--- config.mk ---
export PLATFORM = sky130hd
export DESIGN_NAME = sub_share_arb
export DESIGN_NICKNAME = d
export VERILOG_FILES = /design/src/rtl/sub_share_arb.sv
export SDC_FILE = /design/constraint.sdc
export NUM_CORES = 1
export LEC_CHECK = 0
export BUFFER_PORTS_ARGS = -buffer_cell sky130_fd_sc_hd__buf_2
export CAP_MARGIN = 10
export CORE_MARGIN = 2
export CORE_UTILIZATION = 35
export CTS_CLUSTER_SIZE = 14
export DETAILED_ROUTE_END_ITERATION = 7
export HOLD_SLACK_MARGIN = 0.15
export PLACE_DENSITY = 0.64
export SYNTH_ARGS = -nofsm -noshare
export SYNTH_HDL_FRONTEND = slang
export SYNTH_SLANG_ARGS = --single-unit
--- constraint.sdc ---
create_clock -name clk -period 8.7 [get_ports clk]
set_input_delay 0.87 -clock clk [delete_from_list [all_inputs] [get_ports clk]]
set_output_delay 0.87 -clock clk [all_outputs]
set_load 0.01 [all_outputs]
--- src/rtl/sub_share_arb.sv ---
// sub_share_arb: round-robin arbiter that time-shares one 10-bit ripple-borrow
// subtractor among NREQ requesters. One operation is in flight at a time.
// Each operation takes an accept cycle, an execute cycle and a response
// cycle that is held until the consumer takes it.
//
//   state | meaning
//   IDLE  | waiting for any requester; grant goes to the first valid one from rr_ptr
//   EXEC  | latched operands drive the shared subtractor; result captured on the edge
//   RESP  | result presented on rsp_*; held until rsp_ready
module sub_share_arb #(
  parameter int NREQ = 4,
  parameter int IDW  = 2
) (
  input  logic              clk,
  input  logic              rst,
  input  logic [NREQ-1:0]   req_valid,
  input  logic [NREQ*10-1:0] req_a,
  input  logic [NREQ*10-1:0] req_b,
  output logic [NREQ-1:0]   req_ready,
  output logic              rsp_valid,
  input  logic              rsp_ready,
  output logic [10:0]       rsp_diff,
  output logic              rsp_borrow,
  output logic [IDW-1:0]    rsp_id,
  output logic              busy
);

  typedef enum logic [1:0] {
    ST_IDLE = 2'd0,
    ST_EXEC = 2'd1,
    ST_RESP = 2'd2
  } state_t;

  state_t          state_q, state_d;
  logic [IDW-1:0]  rr_ptr_q, rr_ptr_d;
  logic [9:0]      op_a_q, op_a_d;
  logic [9:0]      op_b_q, op_b_d;
  logic [IDW-1:0]  op_id_q, op_id_d;
  logic            rsp_valid_q, rsp_valid_d;
  logic [10:0]     rsp_diff_q, rsp_diff_d;
  logic            rsp_borrow_q, rsp_borrow_d;
  logic [IDW-1:0]  rsp_id_q, rsp_id_d;

  // ---------------------------------------------------------------------------
  // Shared subtractor: a + ~b + 1, one full adder per bit so the borrow ripples.
  // The carry out of bit 9 is high exactly when no borrow occurred (a >= b).
  // ---------------------------------------------------------------------------
  logic [9:0]  sub_b_inv;
  logic [10:0] sub_carry;
  logic [9:0]  sub_sum;
  logic [10:0] sub_diff;
  logic        sub_borrow;

  assign sub_b_inv    = ~op_b_q;
  assign sub_carry[0] = 1'b1;

  for (genvar g = 0; g < 10; g++) begin : g_sub_bit
    assign sub_sum[g]     = op_a_q[g] ^ sub_b_inv[g] ^ sub_carry[g];
    assign sub_carry[g+1] = (op_a_q[g] & sub_b_inv[g]) |
                            (op_a_q[g] & sub_carry[g]) |
                            (sub_b_inv[g] & sub_carry[g]);
  end

  assign sub_diff   = {1'b0, sub_sum};
  assign sub_borrow = ~sub_carry[10];

  // ---------------------------------------------------------------------------
  // Round-robin pick: prefer the lowest valid index at or above rr_ptr,
  // otherwise wrap to the lowest valid index overall.
  // ---------------------------------------------------------------------------
  logic           hi_found, lo_found, grant_found;
  logic [IDW-1:0] hi_idx, lo_idx, grant_idx;

  // Priority search; the loop runs downward so the lowest index wins.
  always_comb begin
    hi_found = 1'b0;
    hi_idx   = '0;
    lo_found = 1'b0;
    lo_idx   = '0;
    for (int i = NREQ - 1; i >= 0; i--) begin
      if (req_valid[i]) begin
        lo_found = 1'b1;
        lo_idx   = IDW'(i);
        if (IDW'(i) >= rr_ptr_q) begin
          hi_found = 1'b1;
          hi_idx   = IDW'(i);
        end
      end
    end
    grant_found = lo_found;
    grant_idx   = hi_found ? hi_idx : lo_idx;
  end

  // One-hot accept strobe, only offered while the subtractor is free.
  always_comb begin
    req_ready = '0;
    if ((state_q == ST_IDLE) && grant_found) begin
      req_ready[grant_idx] = 1'b1;
    end
  end

  // ---------------------------------------------------------------------------
  // Sequencer next-state and datapath register updates.
  // ---------------------------------------------------------------------------
  // Next-state logic for the FSM and every register it owns.
  always_comb begin
    state_d      = state_q;
    rr_ptr_d     = rr_ptr_q;
    op_a_d       = op_a_q;
    op_b_d       = op_b_q;
    op_id_d      = op_id_q;
    rsp_valid_d  = rsp_valid_q;
    rsp_diff_d   = rsp_diff_q;
    rsp_borrow_d = rsp_borrow_q;
    rsp_id_d     = rsp_id_q;

    case (state_q)
      ST_IDLE: begin
        if (grant_found) begin
          op_a_d   = req_a[10*grant_idx +: 10];
          op_b_d   = req_b[10*grant_idx +: 10];
          op_id_d  = grant_idx;
          rr_ptr_d = (grant_idx == IDW'(NREQ - 1)) ? '0 : grant_idx + 1'b1;
          state_d  = ST_EXEC;
        end
      end
      ST_EXEC: begin
        rsp_diff_d   = sub_diff;
        rsp_borrow_d = sub_borrow;
        rsp_id_d     = op_id_q;
        rsp_valid_d  = 1'b1;
        state_d      = ST_RESP;
      end
      ST_RESP: begin
        // Result fields keep their last value after the handshake.
        if (rsp_ready) begin
          rsp_valid_d = 1'b0;
          state_d     = ST_IDLE;
        end
      end
      default: begin
        rsp_valid_d = 1'b0;
        state_d     = ST_IDLE;
      end
    endcase
  end

  // State and datapath flops; reset discards any in-flight operation.
  always_ff @(posedge clk or posedge rst) begin
    if (rst) begin
      state_q      <= ST_IDLE;
      rr_ptr_q     <= '0;
      op_a_q       <= '0;
      op_b_q       <= '0;
      op_id_q      <= '0;
      rsp_valid_q  <= 1'b0;
      rsp_diff_q   <= '0;
      rsp_borrow_q <= 1'b0;
      rsp_id_q     <= '0;
    end else begin
      state_q      <= state_d;
      rr_ptr_q     <= rr_ptr_d;
      op_a_q       <= op_a_d;
      op_b_q       <= op_b_d;
      op_id_q      <= op_id_d;
      rsp_valid_q  <= rsp_valid_d;
      rsp_diff_q   <= rsp_diff_d;
      rsp_borrow_q <= rsp_borrow_d;
      rsp_id_q     <= rsp_id_d;
    end
  end

  assign rsp_valid  = rsp_valid_q;
  assign rsp_diff   = rsp_diff_q;
  assign rsp_borrow = rsp_borrow_q;
  assign rsp_id     = rsp_id_q;
  assign busy       = (state_q != ST_IDLE);

endmodule
==> out/results.tsv, run 1 <==
metric	value	unit
run status	complete, no violations	
HPWL after DPL	4.988	mm
Netlist cell types	34	
CP Max Fanout	2	
top post-synthesis cells by area	dfrtp_1 40%, fa_1 7.3%, o21ai_0 4.8%, mux2_4 4.8%, a221o_1 4.4%	
Worst R2R End	rsp_borrow	
final period utilization	0.5129	
Synth Flop Type	dfrtp_1	
Max H-tree Level	2	
slowest CP cell	fa_1	
Reg2Reg Launch Point	op_b_q[0]	
Synth area leader	dfrtp_1	
leakage power	1.603	nW
global-route wire length before repair	10.43	mm
Fmax	224.1	MHz
GRT overflow	0	
CP bufs+invs	0	
die width	88.24	µm
Routed Antenna Nets	0	
syn nets	347	
Fill cells	678	
number of port buffers	105	
worst setup margin	4.238	ns
Routed WL per cell	15.25	µm
Req. time, crit path	8.88	ns
number of flops mapped to enable cells by yosys	0	
initial antenna violation count	0	
hold slack	0.4795	ns
Worst path most repeated cell	fa_1	
Die Ht	88.24	µm
largest net degree at the start of global routing	41	
Resized Gates After CTS	0	
DRC	0	
synthesized flop and latch total	40	
crit path DAT	4.64	ns
min cycle time layout	4.462	ns
Area growth syn-to-layout	27.56	%
routability cong.	0.7838	
Post-Syn Area	2484	µm²
Slew Limit Fails	0	
DR iter-0 viols	94	
worst reg2reg path depth	11	
CTS buffer count	5	
ANT cells	0	
DRT Wirelength	6.695	mm
Cells after Synth	246	
crit start category	flop	
DRT Pass-1 Iters	4	
Setup Crit Path Kind	reg -> reg	
via count	2185	
slew of the pin with the lowest slew margin	1.013	ns
Seq/Total Area, Yosys	0.4030	
full die area	7786	µm²
layout cells sized above 1	0.3907	
Hold-fix buffers, CTS	0	
Yosys warning count	0	
Peak supply drop	0.2230	mV
Synth top area share	0.4030	
# setup viols final	0	
Top delay family on crit path	adder cells	
critical path, cell by cell	ha_1 > fa_1 > fa_1 > fa_1 > fa_1 > fa_1 > fa_1 > fa_1 > fa_1 > fa_1 > mux2_2	
final hold vios	0	
RSZ-0062 raised after global routing	no	
critical path's largest stage delay	0.41	ns
# Post-CTS Setup Buffers	0	
final core utilization	0.4637	
asr flop ratio synth	1.000	
Synth Area per Inst	10.10	µm²
Power Dens Cells	331.5	nW/µm²
Core Region	6832	µm²
Hold Path Stages	1	
Vias per Instance	4.977	
R2R setup slack	4.24	ns
number of global-route vias before repair	2091	
CTS tree	done	
Slew headroom	0.3223	
gr usage total	0.1771	
Worst Hold End	rsp_valid	
final clock skew	0.005692	ns
clock buffer depth	2	
IO Pins	107	
Worst-path clk slew	0.08	ns
TritonCTS Sinks	40	
setup TNS	0	ns
Hold WC Path Type	reg -> reg	
# rows	30	
Worst-Skew Late Latency	0.29	ns
hold path start	rsp_valid	
pre-CTS setup slack	4.242	ns
critical path capture point type	flop	
Max-Cap Viols	0	
clock root buffer	clkbuf_8	
effective utilization at floorplan	0.3636	
nets@finish	443	
==> layout make-up <==
| class | count | area, µm² | area share |
|---|---|---|---|
| multi-input cells | 173 | 1339 | 0.4226 |
| clock buffers | 6 | 72.57 | 0.02291 |
| clock inverters | 2 | 35.03 | 0.01106 |
| well taps | 96 | 120.1 | 0.03791 |
| repair buffers | 108 | 548.0 | 0.1730 |
| inverters | 14 | 52.55 | 0.01659 |
| flip-flops and latches | 40 | 1001 | 0.3160 |
==> through the flow <==
stage,instance area (µm²),power [mW],std cells
after floorplan,2484,0.7422,246
after global placement,3060,0.8957,431
after detailed placement,3060,0.9132,431
after CTS,3168,1.064,439
after global routing,3168,1.155,439
final,3168,1.050,439
==> logic make-up (layout without fill, tap and decap cells) <==
kind of cell             after synthesis  count (layout)  synth area share
AND/OR/NAND/NOR                       63              63            0.1264
multiplexers                          23              23            0.1118
other                                  1               1          0.001510
adder cells (fa/ha/maj)               14              14           0.09773
buffers and inverters                 33             130           0.06045
flip-flops                            40              40            0.4030
AO/OA/AOI/OAI                         72              72            0.1990
==> cells in the mapped netlist, types with 2 or more instances <==
cell type,n
o21ai_0,24
mux2_4,8
dfrtp_1,40
a221oi_1,5
nand3_1,11
fa_1,9
a21oi_1,12
ha_1,5
buf_6,2
and3_1,9
a211oi_1,14
a221o_1,11
mux2_2,6
inv_1,13
nand2_1,19
mux2i_1,9
nand2b_1,4
and2_1,4
clkbuf_1,12
nor2_1,11
buf_2,3
a21o_1,2
buf_4,2
==> layout by cell type (no fill, tap or decap), types with 2 or more instances in the layout <==
master,n
buf_2,105
dfrtp_1,40
o21ai_0,24
nand2_1,19
a211oi_1,14
inv_1,13
a21oi_1,12
nor2_1,11
nand3_1,11
a221o_1,11
mux2i_1,9
and3_1,9
fa_1,9
mux2_4,8
mux2_2,6
a221oi_1,5
ha_1,5
clkbuf_8,5
nand2b_1,4
and2_1,4
buf_4,3
a21o_1,2
==> report_power, final <==
group / internal, mW / switching (mW)
Combinational: 0.245 / 0.314
Clock: 0.0851 / 0.0643
Sequential: 0.282 / 0.0601
Total: 0.612 / 0.438
==> how the worst max path moves through the flow <==
stage	from	end	slack, ns	depth (start not counted)
after global routing	op_b_q[0]	rsp_borrow	4.11	11
after detailed placement	op_b_q[0]	rsp_borrow	4.24	11
after floorplan	op_b_q[0]	rsp_borrow	4.41	11
final	op_b_q[0]	rsp_borrow	4.24	11
after global placement	op_b_q[0]	rsp_borrow	4.32	11
after CTS	op_b_q[0]	rsp_borrow	4.23	11
==> layer usage <==
layer  global-route usage  wire (µm)  vias to the layer above
met5                    0          0                        -
met4              0.04545         76                        0
met3              0.03078        428                        6
met2               0.2638       2891                       89
met1               0.2683       3298                     1018
li1                     -          -                     1072
==> worst reg2reg max path, delay by kind of cell (launching register included) <==
family                   cells  cell delay [ns]
multiplexers                 1             0.26
flip-flops                   1             0.40
adder cells (fa/ha/maj)     10             3.70
==> flip-flops by register name, summed over array words and instances, names as in the netlist <==
| signal | count |
|---|---|
| op_id_q | 2 |
| rsp_borrow | 1 |
| rsp_diff | 10 |
| state_q | 2 |
| rr_ptr_q | 2 |
| rsp_valid | 1 |
| op_a_q | 10 |
| op_b_q | 10 |
| rsp_id | 2 |
Note: power is estimated with default switching activity, not from simulation.
==> inputs of run 2 (changes only) <==
Settings changed: PLACE_DENSITY 0.64 to 0.66.
Clock period 8.7 ns to 3.7 ns, I/O delays scaled along.
==> run 2 against run 1 <==
  * The run now ends with setup timing left
  * Largest cell class unchanged
  * Setup slack got worse by 4.6 ns
  * Combinational power rose by 140%
  * Sequential share of layout area fell by 0.10 points
  * Clock-buffer cell count stayed put
  * Die area did not move
  * Sequential power up 130%
  * Critical endpoint is now rsp_diff[9]
  * Register-to-register slack got worse by 4.6 ns
==> out/results.tsv, run 2 (synthesis results as in run 1) <==
metric	value	unit	change
Worst-path clk slew	0.07	ns	about the same
min cycle time layout	4.065	ns	-0.3976 ns
Fmax	246.0	MHz	+9.8%
TritonCTS Sinks	40		unchanged
effective utilization at floorplan	0.3636		unchanged
DRT Wirelength	6.495	mm	-3.0%
final clock skew	0.008547	ns	+0.002855 ns
Routed WL per cell	14.76	µm	-3.2%
Routed Antenna Nets	0		unchanged
most frequent cells in the layout	105 x buf_2, 40 x dfrtp_1, 23 x o21ai_0		
global-route wire length before repair	10.50	mm	+0.73%
initial antenna violation count	0		unchanged
Slew headroom	0.3100		-0.01230
clock root buffer	clkbuf_8		
worst reg2reg path depth	11		unchanged
DRC	0		unchanged
layout cells sized above 1	0.4215		+0.03084
# rows	30		unchanged
routability cong.	0.8240		+5.1%
Post-Layout Cell Count	440		+0.23%
gr usage total	0.1772		about the same
DRT Pass-1 Iters	4		unchanged
clock buffer depth	2		unchanged
CTS tree	done		
full die area	7786	µm²	unchanged
Vias per Instance	4.857		-2.4%
most common cell after layout, fill and taps aside	buf_2		
violated checks	setup timing		
RSZ-0062 raised after global routing	yes		
Peak supply drop	0.2764	mV	+24%
DR iter-0 viols	56		-40%
Req. time, crit path	3.84	ns	-5.04 ns
critical path, cell by cell	ha_2 > fa_2 > fa_2 > fa_2 > fa_2 > fa_2 > fa_2 > fa_2 > fa_2 > fa_2 > o21ai_1		
final core utilization	0.4652		+0.001465
HPWL after DPL	5.053	mm	+1.3%
slew of the pin with the lowest slew margin	1.032	ns	+0.01839 ns
Worst path most repeated cell	fa_2		
crit path DAT	4.20	ns	-0.44 ns
Max H-tree Level	2		unchanged
Fill cells	693		+2.2%
nets@finish	445		+0.45%
CP Max Fanout	2		unchanged
Setup Crit Path Kind	reg -> reg		
GRT overflow	0		unchanged
ANT cells	0		unchanged
Area growth syn-to-layout	27.96	%	
# Post-CTS Setup Buffers	0		unchanged
slowest CP cell	fa_2		
worst setup margin	-0.3649	ns	-4.602 ns
crit start category	flop		
# setup viols final	3		+3
die width	88.24	µm	unchanged
setup TNS	-0.7399	ns	-0.7399 ns
Worst-Skew Late Latency	0.28	ns	about the same
run status	finished with violations		
largest net degree at the start of global routing	33		-20%
Slew Limit Fails	0		unchanged
Hold WC Path Type	in -> async		
hold slack	0.2476	ns	-0.2319 ns
leakage power	1.589	nW	-0.88%
Power, Total	2.429	mW	+130%
via count	2137		-2.2%
IO Pins	107		unchanged
final period utilization	1.099		+0.5857
critical path's largest stage delay	0.52	ns	+0.11 ns
Die Ht	88.24	µm	unchanged
number of port buffers	105		unchanged
final hold vios	0		unchanged
CTS buffer count	5		unchanged
Power Dens Cells	764.2	nW/µm²	+130%
post-placement cell count	433		+0.46%
Max-Cap Viols	0		unchanged
critical path capture point type	flop		
number of global-route vias before repair	2110		+0.91%
Core Region	6832	µm²	unchanged
[run 2: changes by cell type in the layout (fill, tap and decap cells not counted)]
| cell | before | now |
|---|---|---|
| buf_4 | 3 | 5 |
| bufinv_16 | 1 | 0 |
| fa_1 | 9 | 0 |
| fa_2 | 0 | 9 |
| ha_1 | 5 | 4 |
| ha_2 | 0 | 1 |
| o21ai_0 | 24 | 23 |
| o21ai_1 | 0 | 1 |
[run 2: layout make-up]
type                            instances  area (µm²)  share of cell area
Multi-Input combinational cell        173        1364              0.4291
Sequential cell                        40        1001              0.3150
Timing Repair Buffer                  110       563.0              0.1772
Tap cell                               96       120.1             0.03780
Clock buffer                            6       72.57             0.02283
Inverter                               14       52.55             0.01654
Clock inverter                          1       5.005            0.001575
[run 2: what timing repair did]
item                       4_1_cts  5_1_grt
hold buffers                     0        0
setup endpoints to repair        3        3
pin swaps                        0        0
resized for setup                0        1
[run 2: per-stage QoR]
step / worst slack [ns] / cell area (µm²)
after global routing: -0.4989 / 3178
final: -0.3649 / 3178
after global placement: -0.3155 / 3098
after CTS: -0.3912 / 3176
after floorplan: -0.2540 / 2506
after detailed placement: -0.3744 / 3098
[run 2: worst paths after layout]
kind / startpoint / to / slack (ns)
setup reg to reg: op_b_q[0] / rsp_diff[9] / -0.36
hold reg to reg: op_id_q[1] / op_id_q[1] / 0.48
hold / removal: rst / rsp_id[1] / 0.25
max in group asynchronous: rst / rsp_diff[9] / 2.69
min in group clk: rsp_ready / state_q[1] / 0.33
setup / recovery: op_b_q[0] / rsp_diff[9] / -0.36
[run 2: routing by layer]
layer,GRT usage,vias up,part of all wire
li1,-,1075,-
met1,0.2641,964,0.49
met2,0.2666,92,0.43
met3,0.03358,6,0.068
met4,0.04545,0,0.011
met5,0,-,0
[run 2: worst max-delay path, delay by kind of cell (launching register included)]
| kind | cells | cell delay [ns] |
|---|---|---|
| adders and majority gates | 10 | 3.46 |
| AOI/OAI and AO/OA | 1 | 0.05 |
| DFF | 1 | 0.39 |
[run 2: where the power goes]
group | switching (mW) | internal (mW)
registers | 0.137 | 0.663
logic | 0.750 | 0.612
clock network | 0.139 | 0.128
==> inputs of run 3 (changes only) <==
Settings changed: CORE_MARGIN 2 to unset.
==> run 3 against run 2 <==
  * The flow still finishes with violations (setup timing)
  * Total power increased by 0.73%
  * Highest routed layer unchanged
  * Largest power group unchanged
  * Combinational power is essentially flat
  * Critical endpoint unchanged
  * First-iteration DRC count increased by 71%
  * Clock skew is 0.0034 ns lower
  * Clock power about the same
  * Critical path depth stayed put
  * Largest cell class unchanged
==> out/results.tsv, run 3 (synthesis results as in run 1) <==
metric	value	unit	change
run status	finished with violations		
violated checks	setup timing		
Fill cells	713		+2.9%
placed inst area	3098	µm²	unchanged
hold slack	0.2153	ns	-0.03234 ns
Fmax	246.2	MHz	about the same
full die area	7437	µm²	-4.5%
critical path, cell by cell	ha_2 > fa_2 > fa_2 > fa_2 > fa_2 > fa_2 > fa_2 > fa_2 > fa_2 > fa_2 > o21ai_1		
min cycle time layout	4.063	ns	-0.002318 ns
most common cell after layout, fill and taps aside	buf_2		
final core utilization	0.4663		+0.001099
sw power	1.038	mW	+1.2%
DRC	0		unchanged
Max H-tree Level	2		unchanged
worst reg2reg path depth	11		unchanged
# rows	30		unchanged
Max-Cap Viols	0		unchanged
effective utilization at floorplan	0.3636		unchanged
Req. time, crit path	3.84	ns	about the same
worst setup margin	-0.3625	ns	+0.002318 ns
slew of the pin with the lowest slew margin	1.019	ns	-0.01240 ns
critical path capture point type	flop		
Peak supply drop	0.4216	mV	+53%
CTS buffer count	5		unchanged
slowest CP cell	fa_2		
CTS tree	done		
layout cells sized above 1	0.4232		+0.001677
final hold vios	0		unchanged
Clk pwr share	0.109		about the same
Sw Ratio	0.4241		+0.001823
ANT cells	0		unchanged
Routed WL per cell	14.94	µm	+1.2%
Area growth syn-to-layout	28.26	%	
Setup Crit Path Kind	reg -> reg		
post-route design area	3186	µm²	+0.24%
DR iter-0 viols	96		+71%
Routed Antenna Nets	0		unchanged
crit start category	flop		
# setup viols final	3		unchanged
post-placement cell count	433		unchanged
routability cong.	0.7940		-3.6%
HPWL after DPL	5.009	mm	-0.88%
largest net degree at the start of global routing	33		unchanged
Seq pwr share	0.330		about the same
GRT overflow	0		unchanged
RSZ-0062 raised after global routing	yes		
pre-CTS setup slack	-0.3595	ns	+0.01494 ns
TritonCTS Sinks	40		unchanged
via count	2220		+3.9%
leakage power	1.594	nW	+0.31%
final period utilization	1.098		about the same
Vias per Instance	5.034		+3.6%
final clock skew	0.005118	ns	-0.003430 ns
Int Pwr	1.409	mW	+0.41%
Core Region	6832	µm²	unchanged
Power, Total	2.446	mW	+0.73%
clock buffer depth	2		unchanged
Comb pwr share	0.561		about the same
IO Pins	107		unchanged
Hold WC Path Type	in -> async		
Slew headroom	0.3183		+0.008290
crit path from	op_b_q[0]		
crit path DAT	4.20	ns	about the same
Post-Layout Cell Count	441		+0.23%
DRT Pass-1 Iters	4		unchanged
most frequent cells in the layout	105 x buf_2, 40 x dfrtp_1, 23 x o21ai_0		
Worst-path clk slew	0.07	ns	about the same
CP Max Fanout	2		unchanged
clock root buffer	clkbuf_8		
die width	86.24	µm	-2.3%
Die Ht	86.24	µm	-2.3%
Worst path most repeated cell	fa_2		
gr usage total	0.1863		+0.009059
Slew Limit Fails	0		unchanged
Worst-Skew Late Latency	0.28	ns	about the same
nets@finish	446		+0.22%
DRT Wirelength	6.590	mm	+1.5%
number of port buffers	105		unchanged
setup TNS	-0.7360	ns	+0.003896 ns
Power Dens Cells	768.0	nW/µm²	+0.49%
critical path's largest stage delay	0.52	ns	about the same
Reg2Reg Launch Point	op_b_q[0]		
global-route wire length before repair	10.49	mm	-0.12%
initial antenna violation count	0		unchanged
number of global-route vias before repair	2153		+2.0%
run 3: changes by cell type in the layout (fill, tap and decap cells not counted):
cell and change:
buf_4 +1
run 3: power groups by stage:
stage	registers, mW	logic (mW)	clock network, mW
after floorplan	0.815	0.958	0
after global placement	0.802	1.35	0
after detailed placement	0.814	1.39	0
after CTS	0.807	1.39	0.274
after global routing	0.836	1.56	0.297
final	0.807	1.37	0.267
run 3: timing repair:
action,in CTS,in global routing
endpoints found under the setup margin,3,3
hold buffers,0,0
buffers inserted,0,1
gates cloned,0,0
hold endpoints to repair,0,0
resized for setup,0,1
run 3: worst max-delay path, delay by kind of cell (launching register included):
kind                     cells  cell delay [ns]
flip-flops                   1             0.39
AO/OA/AOI/OAI                1             0.05
adder cells (fa/ha/maj)     10             3.46
run 3: worst paths after layout:
check,endpoint,slack [ns]
worst max-delay path,rsp_diff[9],-0.36
worst min-delay path,op_id_q[1],0.22
worst max register to register,rsp_diff[9],-0.36
worst min register to register,op_id_q[1],0.48
max in group asynchronous,op_b_q[9],2.71
min in group clk,state_q[1],0.33
run 3: metal layers:
layer,vias to the layer above,part of all wire,routed length (µm),track usage
met5,-,0,0,0
met4,0,0.011,71,0.05303
met3,5,0.055,362,0.03333
met2,99,0.45,2997,0.2922
met1,1041,0.48,3158,0.2647
li1,1075,-,-,-
run 3: final cells by class:
class | count | area, µm² | share of cell area
sequential | 40 | 1001 | 0.3142
inverter | 14 | 52.55 | 0.01650
tap | 96 | 120.1 | 0.03771
clock buffer | 6 | 72.57 | 0.02278
clock inverter | 1 | 5.005 | 0.001571
multi-input combinational | 173 | 1364 | 0.4281
timing repair buffer | 111 | 570.5 | 0.1791
